--- src/rtl/seq_detect_param.sv ---
// Parametrised serial sequence detector: compares the last PATTERN_LEN samples of x
// against a reloadable pattern register, pulses z on a match and counts matches.
module seq_detect_param #(
    parameter int                     PATTERN_LEN = 4,
    parameter logic [PATTERN_LEN-1:0] PATTERN     = 4'b1100,
    parameter bit                     OVERLAP     = 1'b1,
    parameter int                     CNT_WIDTH   = 8
) (
    input  logic                   clock,
    input  logic                   reset,
    input  logic                   enable,
    input  logic                   x,
    input  logic                   load_pattern,
    input  logic [PATTERN_LEN-1:0] pattern_in,
    output logic                   z,
    output logic [CNT_WIDTH-1:0]   match_count
);

    localparam int                FILL_W   = $clog2(PATTERN_LEN);
    localparam logic [FILL_W-1:0] FILL_MAX = FILL_W'(PATTERN_LEN - 1);

    logic [PATTERN_LEN-1:0] pat_reg;
    logic [PATTERN_LEN-2:0] hist;
    logic [FILL_W-1:0]      fill;

    logic [PATTERN_LEN-1:0] win;
    logic                   match;
    logic [CNT_WIDTH-1:0]   cnt_inc;
    logic [FILL_W-1:0]      fill_next;

    always_comb begin
        win     = {hist, x};
        // fill guards against matching stale zeros before a full window is seen
        match   = (fill == FILL_MAX) && (win == pat_reg);
        cnt_inc = (&match_count) ? match_count : match_count + CNT_WIDTH'(1);
        if (match && !OVERLAP)
            fill_next = '0;
        else if (fill == FILL_MAX)
            fill_next = FILL_MAX;
        else
            fill_next = fill + FILL_W'(1);
    end

    always_ff @(posedge clock) begin
        if (reset) begin
            pat_reg     <= PATTERN;
            hist        <= '0;
            fill        <= '0;
            z           <= 1'b0;
            match_count <= '0;
        end else if (load_pattern) begin
            pat_reg     <= pattern_in;
            hist        <= '0;
            fill        <= '0;
            z           <= 1'b0;
            match_count <= '0;
        end else if (enable) begin
            hist        <= win[PATTERN_LEN-2:0];
            fill        <= fill_next;
            z           <= match;
            match_count <= match ? cnt_inc : match_count;
        end else begin
            z           <= 1'b0;
        end
    end

endmodule

--- config.mk ---
export PLATFORM = sky130hd
export DESIGN_NAME = seq_detect_param
export DESIGN_NICKNAME = d
export VERILOG_FILES = /design/src/rtl/seq_detect_param.sv
export SDC_FILE = /design/constraint.sdc
export NUM_CORES = 1
export LEC_CHECK = 0
export CORE_MARGIN = 3
export CORE_UTILIZATION = 43
export CTS_CLUSTER_SIZE = 20
export DETAILED_ROUTE_END_ITERATION = 16
export GPL_TIMING_DRIVEN = 0
export PLACE_DENSITY = 0.72
export SYNTH_ARGS = -nofsm -noshare
export SYNTH_HDL_FRONTEND = slang
export SYNTH_SLANG_ARGS = --single-unit
--- constraint.sdc ---
create_clock -name clock -period 1.4 [get_ports clock]
set_input_delay 0.35 -clock clock [delete_from_list [all_inputs] [get_ports clock]]
set_output_delay 0.35 -clock clock [all_outputs]
set_load 0.1 [all_outputs]
### Yosys cells after proc, flatten, opt, wreduce, memory -nomap -nowiden

Index checks and enable logic that the tools add are counted.

| cells by class | value |
|---|---|
| $add $sub $neg | 2 |
| equality and inequality tests | 2 |
| mux-type cells | 1 |
| bitwise logic cells | 2 |
| reductions and logical operators | 5 |

Operators by type and width:

| operator | count |
|---|---|
| adder 8 x 1 -> 8 bit, second input constant | 1 |
| AND reduction 8 bit | 1 |
| == test 4 bit | 1 |
| AND reduction 3 bit | 1 |
| OR reduction 3 bit | 1 |
| adder 2 x 1 -> 2 bit, second input constant | 1 |
| == test 2 bit, second input constant | 1 |
| two-way mux 2 bit | 1 |
| NOT 1 bit | 2 |
| OR reduction 2 bit | 1 |
| logical AND 1 bit | 1 |

| word-level totals | value |
|---|---|
| flip-flop bits (word level) | 18 |
| bits of input ports | 9 |
| output and inout bits | 9 |

### Longest topological paths before layout

Gate-level depths: netlist of the first run.

| depth | value |
|---|---|
| depth in word-level cells | 3 |
| gate-level depth with buffers | 6 |

### Worst setup path after synthesis of the first run

OpenSTA, ideal clock, no wires.

| timing | value |
|---|---|
| path type | register to register |
| from | register match_count[1] |
| to | register match_count[7] |
| arrival time | 2025 ps |
| path slack | -755 ps |
| cell stages (with the launch flop) | 7 |
| buffers on the path | 1 |
| period minus slack after synthesis | 2155 ps |
| cell sequence | dfxtp_1 ha_1 nand3_1 o211ai_4 buf_6 nor4_1 mux2i_1 |

| between the ends | value |
|---|---|
| longest elaborated chain between the ends | 3 |
| elaborated cells between the ends (all ways) | 4 |

Ends and longest elaborated chain:

| element | line | RTL |
|---|---|---|
| start: declaration | 16 | `output logic [CNT_WIDTH-1:0] match_count` |
| start signal: assignment | 61 | `match_count <= match ? cnt_inc : match_count;` |
| branches (longest 3 deep; another with adder 8 x 1 -> 8 bit) | n/a |  |

Parallel ways; which one is timed is not known.
A chain may end at the register's enable or synchronous reset.

### Worst setup path in the final report of the first run

| timing | value |
|---|---|
| from | register pat_reg[1] |
| to | register match_count[0] |

| between the ends | value |
|---|---|
| longest elaborated chain between the ends | 3 |

Ends and longest elaborated chain:

| element | line | RTL |
|---|---|---|
| start: declaration | 22 | `logic [PATTERN_LEN-1:0] pat_reg;` |
| start signal: assignment | 52 | `pat_reg <= pattern_in;` |
| == test 4 bit | 34 | `match = (fill == FILL_MAX) && (win == pat_reg);` |
| logical AND 1 bit | 34 |  |
| AND reduction 3 bit (no line) | n/a |  |

Every way passes these cells.

==> metrics list, run 1 <==
- The worst setup path is of the reg -> reg kind.
- The die is 50.8 um wide.
- Overflow left after global routing: 0
- The number of endpoints with negative hold slack in the final report was 0.
- The run finished, with violations left.
* Cell Chain, Critical Path: xnor2_2, nand3_4, buf_6, or3_1, a21oi_1
* Chip Height: 50.8 um
- Routability-driven placement finished with a final weighted congestion of 0.768.
- The top cell types in the final layout, fill and taps aside, are buf_4 (17), mux2i_1 (7), nor2_1 (7), dfxtp_2 (7), dfxtp_4 (7).
* Leading cell type in the layout, fill and taps excluded: buf_4
- Across the run, the number of max-cap violations was 0.
* Number of nets with antenna violations after routing: 0
* Post-Synthesis Cells: 91
- Worst hold stages: 2
- The final layout contains routed wiring with a total length of 2.18 mm.
- For the worst setup path, the data arrival time is 1.72 ns.
* Slew @ Worst Pin: 0.486 ns
- Post-placement setup slack: -0.651 ns
* Setup crit end kind: register
- Mean instance size in the synthesized netlist: 9.50 sq um
- In this run the worst path has a maximum fanout of 6.
- Power per standard cell area: 691 nW/um^2
- At the worst endpoint, the required time is 1.62 ns.
- Number of storage elements in the synthesis netlist: 18
- Via-per-instance ratio: 5.57
- The Yosys step of the flow raised 0 warnings.
- Dividing the detail-routed wire length by the instance count gives 14.7 um.
- Share of post-route cells with drive strength above 1: 48.0%
- The path with the worst hold slack has its endpoint at fill[0].
- CTS placed an instance of clkbuf_4 at the clock tree root.
- R2R Setup Slk: -0.1 ns
- Timing would allow up to 0.667 GHz.
- Hold-fix buffer count after cts: 0
- Violations in the final reports: negative setup slack
- Post-synth top area share: 41.7%
* Detailed Route Iter0 Violations: 16
* Row cnt: 15
- The number of antenna diodes in the final layout is 0.
- Number of detailed-routing iterations run before antenna repair: 4
- Insertion delay to the later sink of the worst-skew pair: 0.29 ns
- The floorplan step defined a die boundary enclosing 2580 sq um.
- After the last flow step, the layout net total stands at 134.
- # clock sinks: 18
- # IOs: 18
- DRC errors left: 0
- On the worst path, the slowest cell contributes a delay of 0.35 ns.
- Ranked by total cell area, the synthesized netlist is headed by dfxtp_1 (42%), mux2i_1 (8.1%), a21oi_1 (4.1%).
- For the worst flop-to-flop path, the logic depth is 5.
- Sequential share of the synthesized area: 41.7%
- Number of distinct standard cells referenced by the synthesized netlist: 29
* Initial antenna violation count: 0
* # port buffers: 15
- Number of nets produced by synthesis: 101
- Start point of the worst hold path: enable
- The largest individual stage delay along the critical path comes from the cell dfxtp_2.
- Peak supply drop: 582 uV
- Clock buffer count from CTS: 3
- Vias: 825
- Leakage power total: 0.505 nW
* Final setup skew: 0.00315 ns
- The area growth from synthesis to layout is 51.8%.
* Launch point of the worst path: pat_reg[1]
- Number of failing setup endpoints in the final timing report: 7
* Path class of the lowest-slack min-delay path: in -> reg
- CTS built an H-tree with a depth of 1.
- TritonCTS built the clock tree.
* Nature of the critical path startpoint: register
- The region available for standard cell placement spans 1820 sq um.
- Final Critical Period: 1.50 ns
- Placed Instances: 131
- For this configuration, the core starts out at a cell density of 47.5%.
- Of all cell types, the one taking the most synthesized area is dfxtp_1.
- The endpoint identified for the worst register-to-register timing path is match_count[0].
- Worst R2R Start: pat_reg[1]
* Clock slew at reported path FFs: 0.10 ns
* Power consumption: 0.000907 W
* Worst slew margin: 67.8%
- Summing every instance area after synthesis gives 865 sq um.
* Global Route Usage Sum: 17.6%
* Total half-perimeter wirelength after legalization and detailed placement: 1.26 mm
- Grouping stages by cell kind, the critical path spends the most delay in simple AND/OR/NAND/NOR gates.
- Unrepaired setup endpoints after global routing: yes
- Largest buffer count on any clock path: 2
- The first global-routing pass estimated 3.42 mm of wire.
- Largest net degree at the start of global routing: 11
* Count of buffering cells on the critical path with inverters included: 1
- The register with the most flip-flops in the layout has 8 of them.
- The via count of the first global-routing pass is 797.
- Ratio of final minimum period to clock period: 107%
- In the post-route analysis, the smallest setup slack over all paths is -0.100 ns.
- Max-slew violations: 0
* Number of standard cells in the layout, taps in and fillers out: 148
==> power by group <==
part           internal, W  leakage [nW]  switching (W)  total [W]
clock             0.000111        0.0150       0.000164   0.000275
combinational    0.0000591         0.336      0.0000514   0.000110
sequential        0.000511         0.154      0.0000116   0.000522
total             0.000681         0.505       0.000227   0.000907
==> timing repair <==
action	in CTS	in global routing
endpoints found under the hold margin	0	0
pin swaps	8	5
cloned	1	0
setup buffers	9	3
gates resized for setup	70	10
setup endpoints to repair	21	11
==> cell type report <==
class                      instances  area [sq um]
inverter                           2          7.51
clock buffer                       4          26.3
tap                               25          31.3
buffer                             5          42.5
fill                             135           508
multi-input combinational         66           581
sequential                        18           395
timing repair buffer              28           229
==> worst max path at each step <==
stage	endpoint	slack, ns	cells past startpoint
finish	match_count[0]	-0.1	5
global route	match_count[0]	-0.16	6
CTS	match_count[2]	-0.09	6
detailed placement	match_count[7]	-0.65	6
global placement	match_count[7]	-0.63	6
floorplan	match_count[2]	-0.14	6
==> kinds of logic (layout without fill, tap and decap cells) <==
logic type,after synthesis,count (layout),share of synthesized area (%)
xor+xnor,4,4,6.22
mux,7,7,8.10
fa+ha+maj,1,1,1.45
simple gates,35,35,22.0
flops,18,18,41.7
compound gates,19,19,15.6
buf+inv,7,39,4.92
==> synthesized netlist by cell type, drive strengths merged <==
master and number:
dfxtp 18, a21oi 7, mux2i 7, nor2 7
nand3 6, nand2 5, o31ai 4, or4 4
xnor2 4, buf 3, o21ai 3, or3 3
a211o 2, and3 2, clkbuf 2, inv 2
nor2b 2, nor4 2, or2 2, a31oi 1
ha 1, nand4 1, nor3 1, o211a 1
o211ai 1
==> worst register-to-register path: cells and delay by family, from the launching register on <==
kind	cells	cell delay, ns
xor+xnor	1	0.24
flops	1	0.35
simple gates	2	0.50
compound gates	1	0.17
buf+inv	1	0.17
==> per-stage QoR <==
| step | hold slack [ns] | setup TNS [ns] | instance area (sq um) | utilization, % |
|---|---|---|---|---|
| after floorplan | 0.422 | -0.650 | 922 | - |
| after global placement | 0.465 | -9.66 | 1100 | 60.6 |
| after detailed placement | 0.484 | -10.06 | 1100 | 60.6 |
| after CTS | 0.275 | -0.238 | 1250 | 68.5 |
| after global routing | 0.258 | -0.820 | 1310 | 72.1 |
| final | 0.268 | -0.334 | 1310 | 72.1 |
==> layer usage <==
layer / track usage [%] / share of wire [%] / vias to the layer above
li1: - / - / 397
met1: 19.5 / 39 / 391
met2: 31.5 / 51 / 27
met3: 3.79 / 5.8 / 10
met4: 8.52 / 3.9 / 0
met5: 0 / 0 / -
No activity file was read; power rests on OpenSTA's default activity.
==> run 2: changes to the inputs <==
Settings changed: CORE_UTILIZATION 43 to 40, HOLD_SLACK_MARGIN from default to 0.02, PLACE_DENSITY 0.72 to 0.67.
==> metrics list, run 2 (synthesized netlist as in run 1, its figures left out) <==
- The run finished, with violations left.
- The checks that failed: negative setup slack.
- In this run the critical register-to-register path is captured at match_count[4].
- # IOs: 18 (unchanged)
- Initial antenna violation count: 0 (unchanged)
- Combined area of the multi-input logic cells: 569 sq um (-1.9%)
- The remaining global-route overflow was 0 (unchanged).
* Top library cells by usage in the layout, fill and taps aside: buf_4 (12), mux2i_1 (7), nor2_1 (7), dfxtp_2 (7), dfxtp_4 (7)
* # clock sinks: 18 (unchanged)
- The pre-CTS setup slack was -0.680 ns (-0.0297 ns).
* Max-slew violations: 0 (unchanged)
* Cell depth of the worst flop-to-flop path: 4 (-1)
- The clock latency at the later pin of the worst-skew pair is 0.29 ns (about the same).
* Post-route worst setup slack: -0.0980 ns (+0.00196 ns)
* Die footprint: 2760 sq um (+6.6%)
* Row cnt: 16 (+1)
* Global-route wire length before repair: 3.49 mm (+2.0%)
* Share of post-route cells with drive strength above 1: 47.9% (-0.10 points)
* Fmax: 0.668 GHz (+0.13%)
* Launch point of the worst path: hist[2]
- Net count, final: 128 (-4.5%)
* Slew @ Worst Pin: 0.458 ns (-0.0277 ns)
- The antenna diode count came to 0 (unchanged).
* CTS H-Tree Depth: 1 (unchanged)
- Routed wire length: 2.12 mm (-2.6%)
- The worst endpoint data arrival time is 1.72 ns (about the same).
* Path class of the lowest-slack min-delay path: in -> reg
* Number of failing setup endpoints in the final timing report: 7 (unchanged)
- Nature of the critical path startpoint: register
- The final estimated routing congestion in global placement came to 0.801 (+4.3%).
* Ratio of final minimum period to clock period: 107% (-0.14 points)
- The total of max-cap violations came to 0 (unchanged).
- Worst R2R Start: hist[2]
- The routed via count divided by cell count came to 5.38 (-3.6%).
- TNS Setup: -0.368 ns (-0.0338 ns)
- The final core area utilization was 62.9% (-9.2 points).
- Leakage power total: 0.460 nW (-8.9%)
- The number of buffers on the longest clock path came to 2 (unchanged).
* Number of nets with antenna violations after routing: 0 (unchanged)
- In this run the clock root is driven by a clkbuf_4.
- The core outline area is 2000 sq um (+10%).
* Worst slew margin: 69.4% (+1.6 points)
- Final setup skew: 0.00844 ns (+0.00529 ns)
- The power density relative to cell area came to 707 nW/um^2 (+2.3%).
- The total DRC errors in the routed layout came to 0 (unchanged).
- The shortest period the worst path allows came to 1.50 ns (-0.00196 ns).
- The layout filler cell count is 177 (+31%).
* Required time of the critical path: 1.62 ns (about the same)
- The detailed-placement wirelength estimate was 1.35 mm (+7.5%).
* Hold Fails Final Rpt: 0 (unchanged)
* Setup Crit Path Kind: reg -> reg
- The count of port buffers added during placement came to 15 (unchanged).
- Vias: 774 (-6.2%)
- Chip Height: 52.5 um (+3.2%)
- The pin count of the biggest net entering global routing was 11 (unchanged).
- The average wire per standard cell is 14.7 um (about the same).
- Setup crit end kind: register
* Detailed Route Iter0 Violations: 6 (-10)
- The post-route worst hold slack was 0.290 ns (+0.0217 ns).
* Clock buffer count from CTS: 3 (unchanged)
- Leading cell type in the layout, fill and taps excluded: buf_4
- The flop-to-flop setup slack was -0.1 ns (about the same).
- The flip-flop count of the largest register after layout is 8 (unchanged).
- The length of the first detailed-routing pass in iterations came to 4 (unchanged).
- TritonCTS built the clock tree.
* Global Route Usage Sum: 17.5% (-0.067 points)
- Setup repair after global routing could not meet its margin everywhere.
- The effective utilization at floorplan was 43.2% (-4.3 points).
* Area used by sequential logic in the layout: 395 sq um (unchanged)
* Clock slew at reported path FFs: 0.11 ns (about the same)
- The total chip power was 0.000890 W (-1.9%).
- From synthesis to final layout, the design area changed by 45.6%.
- Vias in the first global route: 768 (-3.6%)
* Highest net fanout along the worst path: 6 (unchanged)
* Peak supply drop: 484 uV (-17%)
- The most critical setup path has its endpoint at match_count[4].
* Horiz. Die Dim: 52.5 um (+3.2%)
* Hold-fix buffer count after cts: 0 (unchanged)
==> run 2: cell types whose count changed in the layout (fill, tap and decap cells not counted) <==
cell / delta
a21oi_1: -1
a21oi_2: +1
buf_4: -5
clkbuf_4: -1
nand3_2: +2
nand3_4: -2
nor4_2: +1
nor4_4: -1
o31ai_1: -1
o31ai_2: +1
or4_1: -1
or4_4: +1
==> run 2: worst max-delay path, cell delays in order, from the launching register on <==
cell and delay, ns:
dfxtp_2 0.34, xnor2_2 0.19, nand3_2 0.18, or4_4 0.57, a21oi_2 0.16
==> run 2: worst min-delay path by stage <==
| stage | from | endpoint | slack (ns) | cells after the start |
|---|---|---|---|---|
| after detailed placement | fill[1] | fill[0] | 0.48 | 2 |
| final | enable | fill[0] | 0.29 | 2 |
| after CTS | enable | fill[0] | 0.28 | 2 |
| after global routing | enable | fill[0] | 0.28 | 2 |
| after global placement | fill[1] | fill[0] | 0.47 | 2 |
| after floorplan | reset | pat_reg[0] | 0.42 | 1 |
==> run 2: power breakdown <==
part	total, W	switching (W)	internal (W)
sequential	0.000521	0.0000112	0.000510
combinational	0.000103	0.0000475	0.0000550
clock	0.000267	0.000156	0.000111
==> run 2: final cells by class <==
cell class	count	share of cell area (%)
Multi-Input combinational cell	66	45.2
Sequential cell	18	31.4
Timing Repair Buffer	22	14.6
Buffer	5	3.38
Tap cell	27	2.68
Clock buffer	4	2.09
Inverter	2	0.596
==> run 2: what timing repair did <==
action	CTS	global route
setup endpoints to repair	21	9
buffers inserted	5	0
resized for setup	73	8
pin swaps	7	7
gates cloned	2	0
==> run 2: per-stage QoR <==
step                instance area [sq um]  cells
floorplan                             922     91
global placement                     1110    133
detailed placement                   1110    133
CTS                                  1230    144
global route                         1260    144
finish                               1260    144
==> run 2: metal layers <==
layer,wire (um),vias to the layer above,GRT usage (%)
met1,854,372,18.0
met4,0,0,7.23
met5,0,-,0
li1,-,388,-
met3,56,0,3.70
met2,1210,14,33.5
==> run 3: changes to the inputs <==
Settings changed: DONT_BUFFER_PORTS from default to 1, PLACE_DENSITY 0.67 to default.
==> metrics list, run 3 (synthesized netlist as in run 1, its figures left out) <==
- Final setup skew: 0.0101 ns (+0.00171 ns)
- # IOs: 18 (unchanged)
* Total half-perimeter wirelength after legalization and detailed placement: 1.23 mm (-9.2%)
- CTS H-Tree Depth: 1 (unchanged)
- Slew @ Worst Pin: 0.588 ns (+0.129 ns)
* Part of the total power dissipated in combinational logic: 7.9% (-3.6 points)
- The net switching component of the power came to 0.000200 W (-7.0%).
- The first-pass GRT wire length came to 2.75 mm (-21%).
* Cell Chain, Critical Path: ha_4, nand3_4, o211ai_4, buf_6, or4_4, a21oi_2
* Ratio of final minimum period to clock period: 119% (+12 points)
* Clock tree from TritonCTS: built
- Switching part of the total: 23.7% (-0.44 points)
- The worst register-to-register path begins at match_count[1].
- Setup repair after global routing could not meet its margin everywhere.
- Chip Height: 52.5 um (unchanged)
- Internal portion of total power: 0.000644 W (-4.8%)
- Number of failing setup endpoints in the final timing report: 8 (+1)
* Die footprint: 2760 sq um (unchanged)
- The post-route worst hold slack came to 0.113 ns (-0.177 ns).
* Largest buffer count on any clock path: 2 (unchanged)
- The instance count after placement with tap cells included came to 118 (-11%).
- The via count of the first global-routing pass came to 626 (-18%).
- Max-slew violations: 0 (unchanged)
- In this run the critical register-to-register path is captured at match_count[2].
- The routed via count divided by cell count was 5.52 (+2.8%).
- The flip-flop count of the largest register after layout came to 8 (unchanged).
- Final antenna diode count: 0 (unchanged)
- Hold Fails Final Rpt: 0 (unchanged)
- Detailed Route Iter0 Violations: 8 (+2)
* Sequential group share of total power: 61.4% (+2.9 points)
* Start point of the worst hold path: reset
* Starting density of the core: 43.2% (unchanged)
- # port buffers: 0 (-15)
- The standard-cell row count came to 16 (unchanged).
* Peak supply drop: 583 uV (+21%)
* Number of standard cells in the layout, taps in and fillers out: 126 (-13%)
- Number of nets with antenna violations after routing: 0 (unchanged)
* CTS Root Buffer Type: clkbuf_4
* Clock power frac: 30.7% (+0.8 points)
* Final Util: 52.1% (-11 points)
- The proportion of layout cells with a drive suffix above 1 was 29.3% (-19 points).
* Leading cell type in the layout, fill and taps excluded: dfxtp_1
- Power per standard cell area: 808 nW/um^2 (+14%)
- The total DRC errors in the routed layout was 0 (unchanged).
* Violations in the final reports: negative setup slack
* Placeable core region: 2000 sq um (unchanged)
- Routed wirelength normalized by instance count: 14.3 um (-2.8%)
* Routed wire length: 1.80 mm (-15%)
- The critical path is of the reg -> reg type.
- Max_cap viols: 0 (unchanged)
- Placer's final routability congestion estimate: 0.767 (-4.3%)
* Number of detailed-routing iterations run before antenna repair: 3 (-1)
- The clock latency at the later pin of the worst-skew pair came to 0.29 ns (about the same).
* Outcome: finished, violations left
- Clock slew at reported path FFs: 0.11 ns (about the same)
- Hold-fix buffer count after cts: 0 (unchanged)
- The overall fraction of global-route tracks in use is 13.7% (-3.8 points).
* Final non-filler cell area: 1040 sq um (-17%)
- The initial antenna violation count came to 0 (unchanged).
- Max stage delay cell, worst path: dfxtp_4
* Clock buffer count from CTS: 3 (unchanged)
- STA classifies the critical path endpoint as a register.
- Vias: 696 (-10%)
- Leaving out fill and tap cells, the most frequent cells in the layout are dfxtp_1 (9), mux2i_1 (7), nor2_1 (7), dfxtp_4 (7), a21oi_1 (6).
- R2R Setup Slk: -0.27 ns (-0.17 ns)
* Highest net fanout along the worst path: 5 (-1)
* Net count, final: 110 (-14%)
- The pre-CTS setup slack is -0.225 ns (+0.455 ns).
- The worst hold path belongs to the class in -> reg.
- The horizontal extent of the die was 52.5 um (unchanged).
- Worst slew margin: 60.8% (-8.6 points)
- The highest cell delay on the worst timing path came to 0.48 ns (-0.09 ns).
- The required time of the worst setup path is 1.62 ns (about the same).
- Final Critical Period: 1.67 ns (+0.174 ns)
* Data arrival time of the worst path: 1.90 ns (+0.18 ns)
- Relative to the synthesized area, the layout overhead comes to 20.7%.
- The remaining global-route overflow came to 0 (unchanged).
- # clock sinks: 18 (unchanged)
* Cell depth of the worst flop-to-flop path: 6 (+2)
* Largest net degree at the start of global routing: 11 (unchanged)
- The smallest setup slack after layout is -0.272 ns (-0.174 ns).
* Placed cell area: 956 sq um (-14%)
* Nature of the critical path startpoint: register
* Endpoint, Worst Hold: pat_reg[1]
* Fmax: 0.598 GHz (-10%)
- The static leakage was 0.328 nW (-29%).
- The hold path depth is 1 (-1).
run 3: power groups by stage:
stage / Sequential (W) / Clock [W] / Combinational [W]
floorplan: 0.000529 / 0 / 0.0000555
global placement: 0.000530 / 0 / 0.0000649
detailed placement: 0.000530 / 0 / 0.0000656
CTS: 0.000518 / 0.000270 / 0.0000661
global route: 0.000520 / 0.000281 / 0.0000744
finish: 0.000518 / 0.000259 / 0.0000664
run 3: critical path: cells and delay by family, from the launching register on:
family,cells,cell delay (ns)
flops,1,0.48
compound gates,2,0.25
simple gates,2,0.51
buf+inv,1,0.15
fa+ha+maj,1,0.23
run 3: through the flow:
stage / setup TNS [ns] / power (W)
floorplan: -0.650 / 0.000584
global placement: -1.75 / 0.000595
detailed placement: -1.88 / 0.000596
CTS: -1.71 / 0.000855
global route: -2.29 / 0.000875
finish: -1.70 / 0.000843
run 3: how the worst max path moves through the flow:
| stage | start | to | slack, ns | cells after the start |
|---|---|---|---|---|
| after floorplan | match_count[1] | match_count[2] | -0.14 | 6 |
| after global placement | match_count[1] | match_count[7] | -0.22 | 6 |
| after detailed placement | match_count[1] | match_count[7] | -0.23 | 6 |
| after CTS | match_count[0] | match_count[2] | -0.24 | 6 |
| after global routing | match_count[0] | match_count[1] | -0.32 | 6 |
| final | match_count[1] | match_count[2] | -0.27 | 6 |
run 3: layout make-up:
cell class	instances	area, sq um
timing repair buffer	4	33.8
clock buffer	3	22.5
sequential	18	389
multi-input combinational	66	518
fill	204	958
clock inverter	1	3.75
inverter	2	7.51
buffer	5	35.0
tap	27	33.8
run 3: metal layers:
| layer | vias up | GRT usage, % | share of wire [%] |
|---|---|---|---|
| met3 | 2 | 4.27 | 5.3 |
| li1 | 347 | - | - |
| met1 | 333 | 15.2 | 46 |
| met4 | 0 | 6.38 | 0.55 |
| met2 | 14 | 23.3 | 48 |
| met5 | - | 0 | 0 |
run 3: timing repair:
item                                    CTS  global route
pin swaps                                 2             7
gates cloned                              1             0
setup buffers                             1             2
gates resized for setup                   3             6
endpoints found under the setup margin    9             8
